### config.mk
export PLATFORM = sky130hd
export DESIGN_NAME = bus_arbiter2
export DESIGN_NICKNAME = d
export VERILOG_FILES = /design/src/rtl/bus_arbiter2.sv
export SDC_FILE = /design/constraint.sdc
export NUM_CORES = 1
export LEC_CHECK = 0
export CORE_ASPECT_RATIO = 1.25
export CORE_MARGIN = 5
export CORE_UTILIZATION = 25
export CTS_BUF_LIST = sky130_fd_sc_hd__clkbuf_8
export CTS_CLUSTER_DIAMETER = 200
export CTS_CLUSTER_SIZE = 25
export DETAILED_ROUTE_END_ITERATION = 16
export GPL_TIMING_DRIVEN = 1
export PLACE_DENSITY = 0.88
export REMOVE_ABC_BUFFERS = 1
export SLEW_MARGIN = 5
export SYNTH_ARGS = -nofsm -noshare
export SYNTH_HDL_FRONTEND = slang
export SYNTH_SLANG_ARGS = --single-unit
export TNS_END_PERCENT = 30
### constraint.sdc
create_clock -name clk -period 1.2 [get_ports clk]
set_input_delay 0.24 -clock clk [delete_from_list [all_inputs] [get_ports clk]]
set_output_delay 0.24 -clock clk [all_outputs]
set_load 0.05 [all_outputs]
### src/rtl/bus_arbiter2.sv
// ============================================================================
// bus_arbiter2
// ----------------------------------------------------------------------------
// Two-requester bus arbiter with round-robin fairness and a shared data mux.
// A request is granted one cycle after it is sampled. The owner keeps the bus
// for as long as it holds its request. When a grant ends, priority passes to
// the other requester. If the other requester is waiting, it receives the bus
// on the next edge with no idle cycle in between.
//
// Optional feature (macro ARB_TIMEOUT_EN):
//   A hold counter limits each grant to MAX_HOLD cycles while the other
//   requester is waiting. When the limit is hit, ownership is forcibly handed
//   over, timeout pulses for one cycle, and priority returns to the requester
//   that was preempted. With the macro undefined, no counter exists and
//   timeout is tied low. The port list is the same in both builds.
//
// Parameters:
//   DATA_W   - width of the shared data path
//   MAX_HOLD - grant length limit in cycles (used only with ARB_TIMEOUT_EN)
//
// Ports:
//   clk     in   clock, all state changes on the rising edge
//   rst     in   synchronous active-high reset
//   reqA    in   requester A wants the bus
//   reqB    in   requester B wants the bus
//   A       in   requester A data [DATA_W]
//   B       in   requester B data [DATA_W]
//   gntA    out  A owns the bus (registered)
//   gntB    out  B owns the bus (registered)
//   sel     out  mux select, 0 = A, 1 = B (registered, held while idle)
//   out     out  shared bus: B when sel = 1, otherwise A [DATA_W]
//   busy    out  either grant is high
//   timeout out  one-cycle pulse on a forced preemption
// ============================================================================
module bus_arbiter2 #(
    parameter int DATA_W   = 32,
    parameter int MAX_HOLD = 15
) (
    input  logic              clk,
    input  logic              rst,
    input  logic              reqA,
    input  logic              reqB,
    input  logic [DATA_W-1:0] A,
    input  logic [DATA_W-1:0] B,
    output logic              gntA,
    output logic              gntB,
    output logic              sel,
    output logic [DATA_W-1:0] out,
    output logic              busy,
    output logic              timeout
);

    // A limit below one cycle makes no sense; reject it at elaboration.
    if (MAX_HOLD < 1) begin : g_bad_max_hold
        $error("bus_arbiter2: MAX_HOLD must be at least 1");
    end

    typedef enum logic [1:0] {
        IDLE  = 2'd0,
        OWN_A = 2'd1,
        OWN_B = 2'd2
    } state_t;

    state_t state_q, state_d;
    logic   prio_q,  prio_d;    // 0 = A wins a tie, 1 = B wins a tie
    logic   sel_q,   sel_d;
    logic   gnt_a_q, gnt_a_d;
    logic   gnt_b_q, gnt_b_d;

`ifdef ARB_TIMEOUT_EN
    localparam int CNT_W = $clog2(MAX_HOLD + 1);

    // hold_q counts the cycles of the current grant that have already
    // completed, so the current cycle is cycle number hold_q + 1. The limit
    // is reached when the current cycle is the MAX_HOLD-th one. The counter
    // saturates at MAX_HOLD, which keeps the comparison true for as long as
    // nobody else is waiting.
    logic [CNT_W-1:0] hold_q, hold_d;
    logic             timeout_q, timeout_d;
    logic             hold_expired;

    assign hold_expired = (hold_q >= CNT_W'(MAX_HOLD - 1));
`endif

    // Next-state logic. Priority changes whenever a grant ends. On a
    // voluntary release, priority goes to the other side. On a forced
    // preemption, priority goes back to the side that lost the bus.
    always_comb begin
        state_d = state_q;
        prio_d  = prio_q;
`ifdef ARB_TIMEOUT_EN
        timeout_d = 1'b0;
`endif
        case (state_q)
            IDLE: begin
                if (reqA && reqB) begin
                    state_d = prio_q ? OWN_B : OWN_A;
                end else if (reqA) begin
                    state_d = OWN_A;
                end else if (reqB) begin
                    state_d = OWN_B;
                end
            end
            OWN_A: begin
                if (!reqA) begin
                    prio_d  = 1'b1;
                    state_d = reqB ? OWN_B : IDLE;
                end
`ifdef ARB_TIMEOUT_EN
                else if (hold_expired && reqB) begin
                    prio_d    = 1'b0;
                    state_d   = OWN_B;
                    timeout_d = 1'b1;
                end
`endif
            end
            OWN_B: begin
                if (!reqB) begin
                    prio_d  = 1'b0;
                    state_d = reqA ? OWN_A : IDLE;
                end
`ifdef ARB_TIMEOUT_EN
                else if (hold_expired && reqA) begin
                    prio_d    = 1'b1;
                    state_d   = OWN_A;
                    timeout_d = 1'b1;
                end
`endif
            end
            default: begin
                state_d = IDLE;
            end
        endcase

        // Grants and select are registered copies of the next state. Select
        // keeps its last value while idle, so the bus does not glitch
        // between transactions.
        gnt_a_d = (state_d == OWN_A);
        gnt_b_d = (state_d == OWN_B);
        if (state_d == OWN_A) begin
            sel_d = 1'b0;
        end else if (state_d == OWN_B) begin
            sel_d = 1'b1;
        end else begin
            sel_d = sel_q;
        end
    end

`ifdef ARB_TIMEOUT_EN
    // The counter restarts on every change of ownership, including a change
    // to idle. While the bus stays idle, the counter holds at zero.
    always_comb begin
        hold_d = hold_q;
        if (state_d != state_q) begin
            hold_d = '0;
        end else if ((state_q != IDLE) && (hold_q != CNT_W'(MAX_HOLD))) begin
            hold_d = hold_q + 1'b1;
        end
    end
`endif

    // Single state register for the whole arbiter. Reset overrides every
    // transition, so a grant in progress is released on the reset edge.
    always_ff @(posedge clk) begin
        if (rst) begin
            state_q   <= IDLE;
            prio_q    <= 1'b0;
            sel_q     <= 1'b0;
            gnt_a_q   <= 1'b0;
            gnt_b_q   <= 1'b0;
`ifdef ARB_TIMEOUT_EN
            hold_q    <= '0;
            timeout_q <= 1'b0;
`endif
        end else begin
            state_q   <= state_d;
            prio_q    <= prio_d;
            sel_q     <= sel_d;
            gnt_a_q   <= gnt_a_d;
            gnt_b_q   <= gnt_b_d;
`ifdef ARB_TIMEOUT_EN
            hold_q    <= hold_d;
            timeout_q <= timeout_d;
`endif
        end
    end

    assign gntA = gnt_a_q;
    assign gntB = gnt_b_q;
    assign sel  = sel_q;
    assign busy = gnt_a_q | gnt_b_q;
    assign out  = sel_q ? B : A;

`ifdef ARB_TIMEOUT_EN
    assign timeout = timeout_q;
`else
    assign timeout = 1'b0;
`endif

endmodule
==> results.cfg, run 1 <==
[power]
power-per-cell-area_mw_per_mm2 = 805
p_total_w = 0.00183
p_leak_nw = 0.986
ir_drop_uv = 744

[routing]
vias_per_cell = 4.71
drc = 0
routed_wl_mm = 5.30
antenna_left = 0
first_pass_iters = 4
wl_per_cell_um = 26.0
routed-via-count = 960
drt_iter0_drc = 34

[clock_tree]
numCtsBuffers = 3
cts_tree = yes
holdBufCountCts = 0
htree_levels = 1
clk-insertion-delay-late_ns = 0.22
cts_max_path_buffers = 2
cts_sinks = 6
cts_root_buf = clkbuf_8
cts.clk_slew.worst_paths_ns = 0.04

[cells_and_area]
nFillCells = 178
antenna_cells = 0
nNetsFinal = 238
area_growth_pct = 204
drive_gt1_share_pct = 50.0

[timing]
setup_violations = 34
fin_crit_ns = 1.54
fin_skew_ns = 0.00173
finalSetupTns_ns = -10.24
slew_viol_final = 0
rsz0062_at_grt = yes
period_share_pct = 128
finalHoldViolCount = 0
worst_slack_ns = -0.336
fmax_mhz = 651
whs_ns = 0.564

[die]
core-area_mm2 = 0.00292
die_y_um = 71.2
rows = 22
pin_count = 105
die_w_um = 59.0
dieArea_mm2 = 0.00420
start_util_pct = 25.7

[logic_synthesis]
synth_top_area_share_pct = 58.1
netlist_top_cells_area = mux2_4 (58%), dfxtp_1 (16%), buf_6 (6.0%), mux2_2 (4.5%), and3b_1 (2.3%)
yosysMostFrequentCell = mux2_4
synth_area_um2 = 749
synthDistinctLibCells = 18
synthArstFlopShare_pct = 0
synth-edff-count = 0
seq_area_frac_synth_pct = 16.0
synth_top_area_cell = mux2_4
syn_inst = 60
post_synth_most_frequent_cells = mux2_4 (29), dfxtp_1 (6), buf_6 (4)
syn_area_per_cell_um2 = 12.5
synth-seq-cells = 6
yosys_warnings = 0
synth_ff_type = dfxtp_1

[critical_path]
cp_max_fo = 8
required_ns = 0.96
crit_arrival_ns = 1.30
reg2reg_slack_ns = 0.17
r2r_start = sel$_SDFFE_PP0N_
worst-path-buf-inv = 2
crit_end = out[5]
reg2reg_depth = 4
critPathLaunch = sel$_SDFFE_PP0N_
critical-path-top-delay-family = flip-flops
worstSetupStartpointType = flop
reg2reg_to = sel$_SDFFE_PP0N_
worst-setup-path-type = reg -> out
path_cells = buf_16 -> mux2_4 -> buf_12
cpPeakStageDelay_ns = 0.42
cp_slowest_cell = dfxtp_4
cp.depth = 3
cp-end-kind = output pin

[grt]
grt_pass1_vias = 1048
grt_overflow_total = 0
antenna_found_initial = 0
grt_usage_pct = 22.3
grt_pass1_wl_mm = 6.82
grt_max_degree = 10

[placement]
hpwlAfterDp_mm = 3.70
portBuffers = 103
gp_congestion = 0.811

[status]
violations = negative setup slack
status = finished, violations left

[run]
drv_cap = 0

[worst_hold_path]
min_path_type = reg -> reg
-- layout make-up --
type	instances	area [µm²]	share of cell area, %
Clock buffer	3	41.3	1.81
Inverter	2	7.51	0.330
Multi-Input combinational cell	47	581	25.5
Sequential cell	6	125	5.49
Tap cell	36	45.0	1.98
Timing Repair Buffer	110	1480	64.9
-- worst min path at each step --
stage                               start                  end  slack, ns  cells past startpoint
floorplan                             rst     sel$_SDFFE_PP0N_       0.31                      1
finish              state_q[0]$_SDFF_PP0_  prio_q$_SDFFE_PP0P_       0.56                      2
CTS                 state_q[0]$_SDFF_PP0_  prio_q$_SDFFE_PP0P_       0.57                      2
detailed placement  state_q[0]$_SDFF_PP0_  prio_q$_SDFFE_PP0P_       0.55                      2
global placement      prio_q$_SDFFE_PP0P_  prio_q$_SDFFE_PP0P_       0.48                      2
global route          prio_q$_SDFFE_PP0P_  prio_q$_SDFFE_PP0P_       0.59                      2
-- flip-flops by register name, summed over array words and instances (netlist names) --
signal and flops:
gntB 1, prio_q 1, sel 1, gntA 1
state_q 2
-- power breakdown --
| part | switching, W | total, W | internal [W] |
|---|---|---|---|
| clock network | 0.0000878 | 0.000303 | 0.000216 |
| logic | 0.000587 | 0.00130 | 0.000714 |
| registers | 0.0000165 | 0.000229 | 0.000213 |
-- worst register-to-register path: cells and delay by family, from the launching register on --
kind	cells	cell delay, ns
AO/OA/AOI/OAI	1	0.22
flip-flops	1	0.42
buffers and inverters	3	0.30
-- placed cells by master, fill, tap and decap left out, drive strengths merged --
master | Yosys | final
o21ai | 3 | 3
or2 | 1 | 1
mux2 | 32 | 32
a221oi | 1 | 1
nor2b | 1 | 1
inv | 2 | 2
o21ba | 1 | 1
o22ai | 1 | 1
clkdlybuf4s50 | 0 | 67
conb | 1 | 1
dfxtp | 6 | 6
and3b | 2 | 2
clkbuf | 0 | 3
a21oi | 1 | 1
nor2 | 3 | 3
buf | 5 | 43
-- cells by family after synthesis --
| kind of cell | after synthesis | synth area share (%) |
|---|---|---|
| buffers and inverters | 7 | 8.01 |
| and+or+nand+nor | 7 | 5.51 |
| muxes | 32 | 62.6 |
| DFF | 6 | 16.0 |
| other | 1 | 0.500 |
| AOI/OAI and AO/OA | 7 | 7.35 |
-- metrics by stage --
| step | utilization, % | instances | instance area [µm²] | worst slack (ns) |
|---|---|---|---|---|
| after floorplan | - | 55 | 697 | -1.32 |
| after global placement | 73.2 | 199 | 2130 | -0.138 |
| after detailed placement | 73.2 | 199 | 2130 | -0.155 |
| after CTS | 76.9 | 203 | 2240 | -0.334 |
| after global routing | 78.0 | 204 | 2280 | -0.358 |
| final | 78.0 | 204 | 2280 | -0.336 |
-- what timing repair did --
action,CTS,global route
setup buffers,0,1
endpoints found under the setup margin,34,34
gates resized for setup,12,7
gates cloned,1,0
-- per-layer routing --
metal  GRT usage, %  up-vias  routed length, µm
li1               -      432                  -
met1           24.0      455               2070
met2           38.5       65               2630
met3           8.47        8                493
met4           8.82        0                104
met5              0        -                  0
Note: power is estimated with default switching activity, not from simulation.
==> inputs of run 2 (changes only) <==
--- a/config.mk
+++ b/config.mk
@@ -14,6 +14,7 @@
 export DETAILED_ROUTE_END_ITERATION = 16
 export GPL_TIMING_DRIVEN = 1
 export PLACE_DENSITY = 0.88
+export RECOVER_POWER = 100
 export REMOVE_ABC_BUFFERS = 1
 export SLEW_MARGIN = 5
 export SYNTH_ARGS = -nofsm -noshare
==> run 2 against run 1 <==
- the run still ends with negative setup slack left
- non-clock buffer count unchanged
- register-to-register slack about the same
- clock power about the same
- final cell count unchanged
- largest cell class unchanged
- global-route usage did not move
- flip-flop and latch count stayed put
- via count up 1.4%
- power is 0.48% lower
- worst setup slack worse by 0.0021 ns
- critical path depth stayed put
- core utilization is 0.69 points lower
==> results.cfg, run 2 (same netlist as run 1, synthesis figures left out) <==
[placement]
gp_congestion = 0.811
hpwlAfterDp_mm = 3.70
dp_worst_setup_slack_ns = -0.155
postPlaceCellArea_mm2 = 0.00213
portBuffers = 103

[die]
pin_count = 105
core-area_mm2 = 0.00292
start_util_pct = 25.7
dieArea_mm2 = 0.00420
die_w_um = 59.0
die_y_um = 71.2
rows = 22

[timing]
fin_crit_ns = 1.54
slew_viol_final = 0
rsz0062_at_grt = yes
setup_violations = 34
fin_skew_ns = 0.00190
fmax_mhz = 650
worst_slack_ns = -0.339
finalSetupTns_ns = -10.27
period_share_pct = 128
finalHoldViolCount = 0

[routing]
antenna_left = 0
routed-via-count = 973
routed_wl_mm = 5.32
first_pass_iters = 4
wl_per_cell_um = 26.1
drt_iter0_drc = 34
vias_per_cell = 4.77
drc = 0

[power]
swShare_pct = 37.9
power.share.clock_pct = 16.7
ir_drop_uv = 743
power-per-cell-area_mw_per_mm2 = 809
p_leak_nw = 0.981
p_switching_w = 0.000691
pwr-share-comb_pct = 70.9
intPower_w = 0.00113
seqPwrFrac_pct = 12.5
p_total_w = 0.00182

[grt]
antenna_found_initial = 0
grt_overflow_total = 0
grt_usage_pct = 22.3
grt_pass1_wl_mm = 6.82
grt_max_degree = 10
grt_pass1_vias = 1048

[critical_path]
crit_arrival_ns = 1.30
path_cells = buf_16 -> mux2_4 -> buf_12
cp-end-kind = output pin
cpPeakStageDelay_ns = 0.42
worstSetupStartpointType = flop
cp_max_fo = 8
reg2reg_slack_ns = 0.16
cp_slowest_cell = dfxtp_4
reg2reg_depth = 3
required_ns = 0.96
worst-setup-path-type = reg -> out

[cells_and_area]
antenna_cells = 0
multi_input_area_um2 = 577
largest_reg_flops = 2
nFillCells = 183
drive_gt1_share_pct = 48.8
nNetsFinal = 238
regArea_um2 = 124
top_register = state_q
area_growth_pct = 201
layout_commonest_cell = clkdlybuf4s50_1
final_cell_mix = clkdlybuf4s50_1 (66), buf_12 (34), mux2_4 (32)
fin_area_mm2 = 0.00226

[clock_tree]
cts.clk_slew.worst_paths_ns = 0.04
cts_tree = yes
cts_root_buf = clkbuf_8
clk-insertion-delay-late_ns = 0.22
holdBufCountCts = 0
cts_max_path_buffers = 2
numCtsBuffers = 3
cts_sinks = 6
htree_levels = 1

[status]
violations = negative setup slack
status = finished, violations left

[run]
drv_cap = 0

[worst_hold_path]
min_path_type = reg -> reg
holdPathStages = 2
[run 2: cell type report]
cell class | count | share of cell area, %
tap | 36 | 2.00
clock buffer | 3 | 1.83
multi-input combinational | 47 | 25.6
timing repair buffer | 110 | 64.8
inverter | 2 | 0.333
sequential | 6 | 5.49
[run 2: final timing paths]
kind | start | end
worst max register to register | state_q[0]$_SDFF_PP0_ | sel$_SDFFE_PP0N_
worst min-delay path | state_q[0]$_SDFF_PP0_ | prio_q$_SDFFE_PP0P_
worst min register to register | state_q[0]$_SDFF_PP0_ | prio_q$_SDFFE_PP0P_
worst max-delay path | sel$_SDFFE_PP0N_ | out[5]
[run 2: repair_timing]
action                                  CTS  global route
setup buffers                             0             1
endpoints found under the setup margin   34            34
cloned                                    1             0
gates resized for setup                  12             7
[run 2: per-stage QoR]
| step | utilization (%) | hold slack, ns | std cells |
|---|---|---|---|
| finish | 77.4 | 0.563 | 204 |
| global route | 77.4 | 0.588 | 204 |
| CTS | 76.9 | 0.566 | 203 |
| detailed placement | 73.2 | 0.554 | 199 |
| global placement | 73.2 | 0.477 | 199 |
| floorplan | - | 0.306 | 55 |
[run 2: power groups by stage]
| stage | Combinational (W) | Clock (W) | Sequential (W) |
|---|---|---|---|
| 5_1_grt | 0.00132 | 0.000320 | 0.000229 |
| 6_report | 0.00129 | 0.000304 | 0.000228 |
| 4_1_cts | 0.00127 | 0.000311 | 0.000228 |
| 3_3_place_gp | 0.00121 | 0 | 0.000227 |
| 3_5_place_dp | 0.00123 | 0 | 0.000228 |
| 2_1_floorplan | 0.000523 | 0 | 0.000267 |
[run 2: metal layers]
layer / track usage [%] / up-vias / share of wire, % / wire length, µm
met5: 0 / - / 0 / 0
met2: 38.5 / 65 / 51 / 2700
li1: - / 433 / - / -
met4: 8.82 / 0 / 0.90 / 48
met1: 24.0 / 469 / 39 / 2070
met3: 8.47 / 6 / 9.5 / 508
[run 2: worst max-delay path, delay by kind of cell, from the launching register on]
family | cells | cell delay [ns]
multiplexers | 1 | 0.34
flip-flops | 1 | 0.42
buffers and inverters | 2 | 0.32
==> inputs of run 3 (changes only) <==
--- a/config.mk
+++ b/config.mk
@@ -5,6 +5,7 @@
 export SDC_FILE = /design/constraint.sdc
 export NUM_CORES = 1
 export LEC_CHECK = 0
+export CAP_MARGIN = 20
 export CORE_ASPECT_RATIO = 1.25
 export CORE_MARGIN = 5
 export CORE_UTILIZATION = 25
@@ -16,7 +17,7 @@
 export PLACE_DENSITY = 0.88
 export RECOVER_POWER = 100
 export REMOVE_ABC_BUFFERS = 1
-export SLEW_MARGIN = 5
+export SLEW_MARGIN = 10
 export SYNTH_ARGS = -nofsm -noshare
 export SYNTH_HDL_FRONTEND = slang
 export SYNTH_SLANG_ARGS = --single-unit
==> results of run 3 <==
Final layout, timing and power as in run 2 (identical DEF).
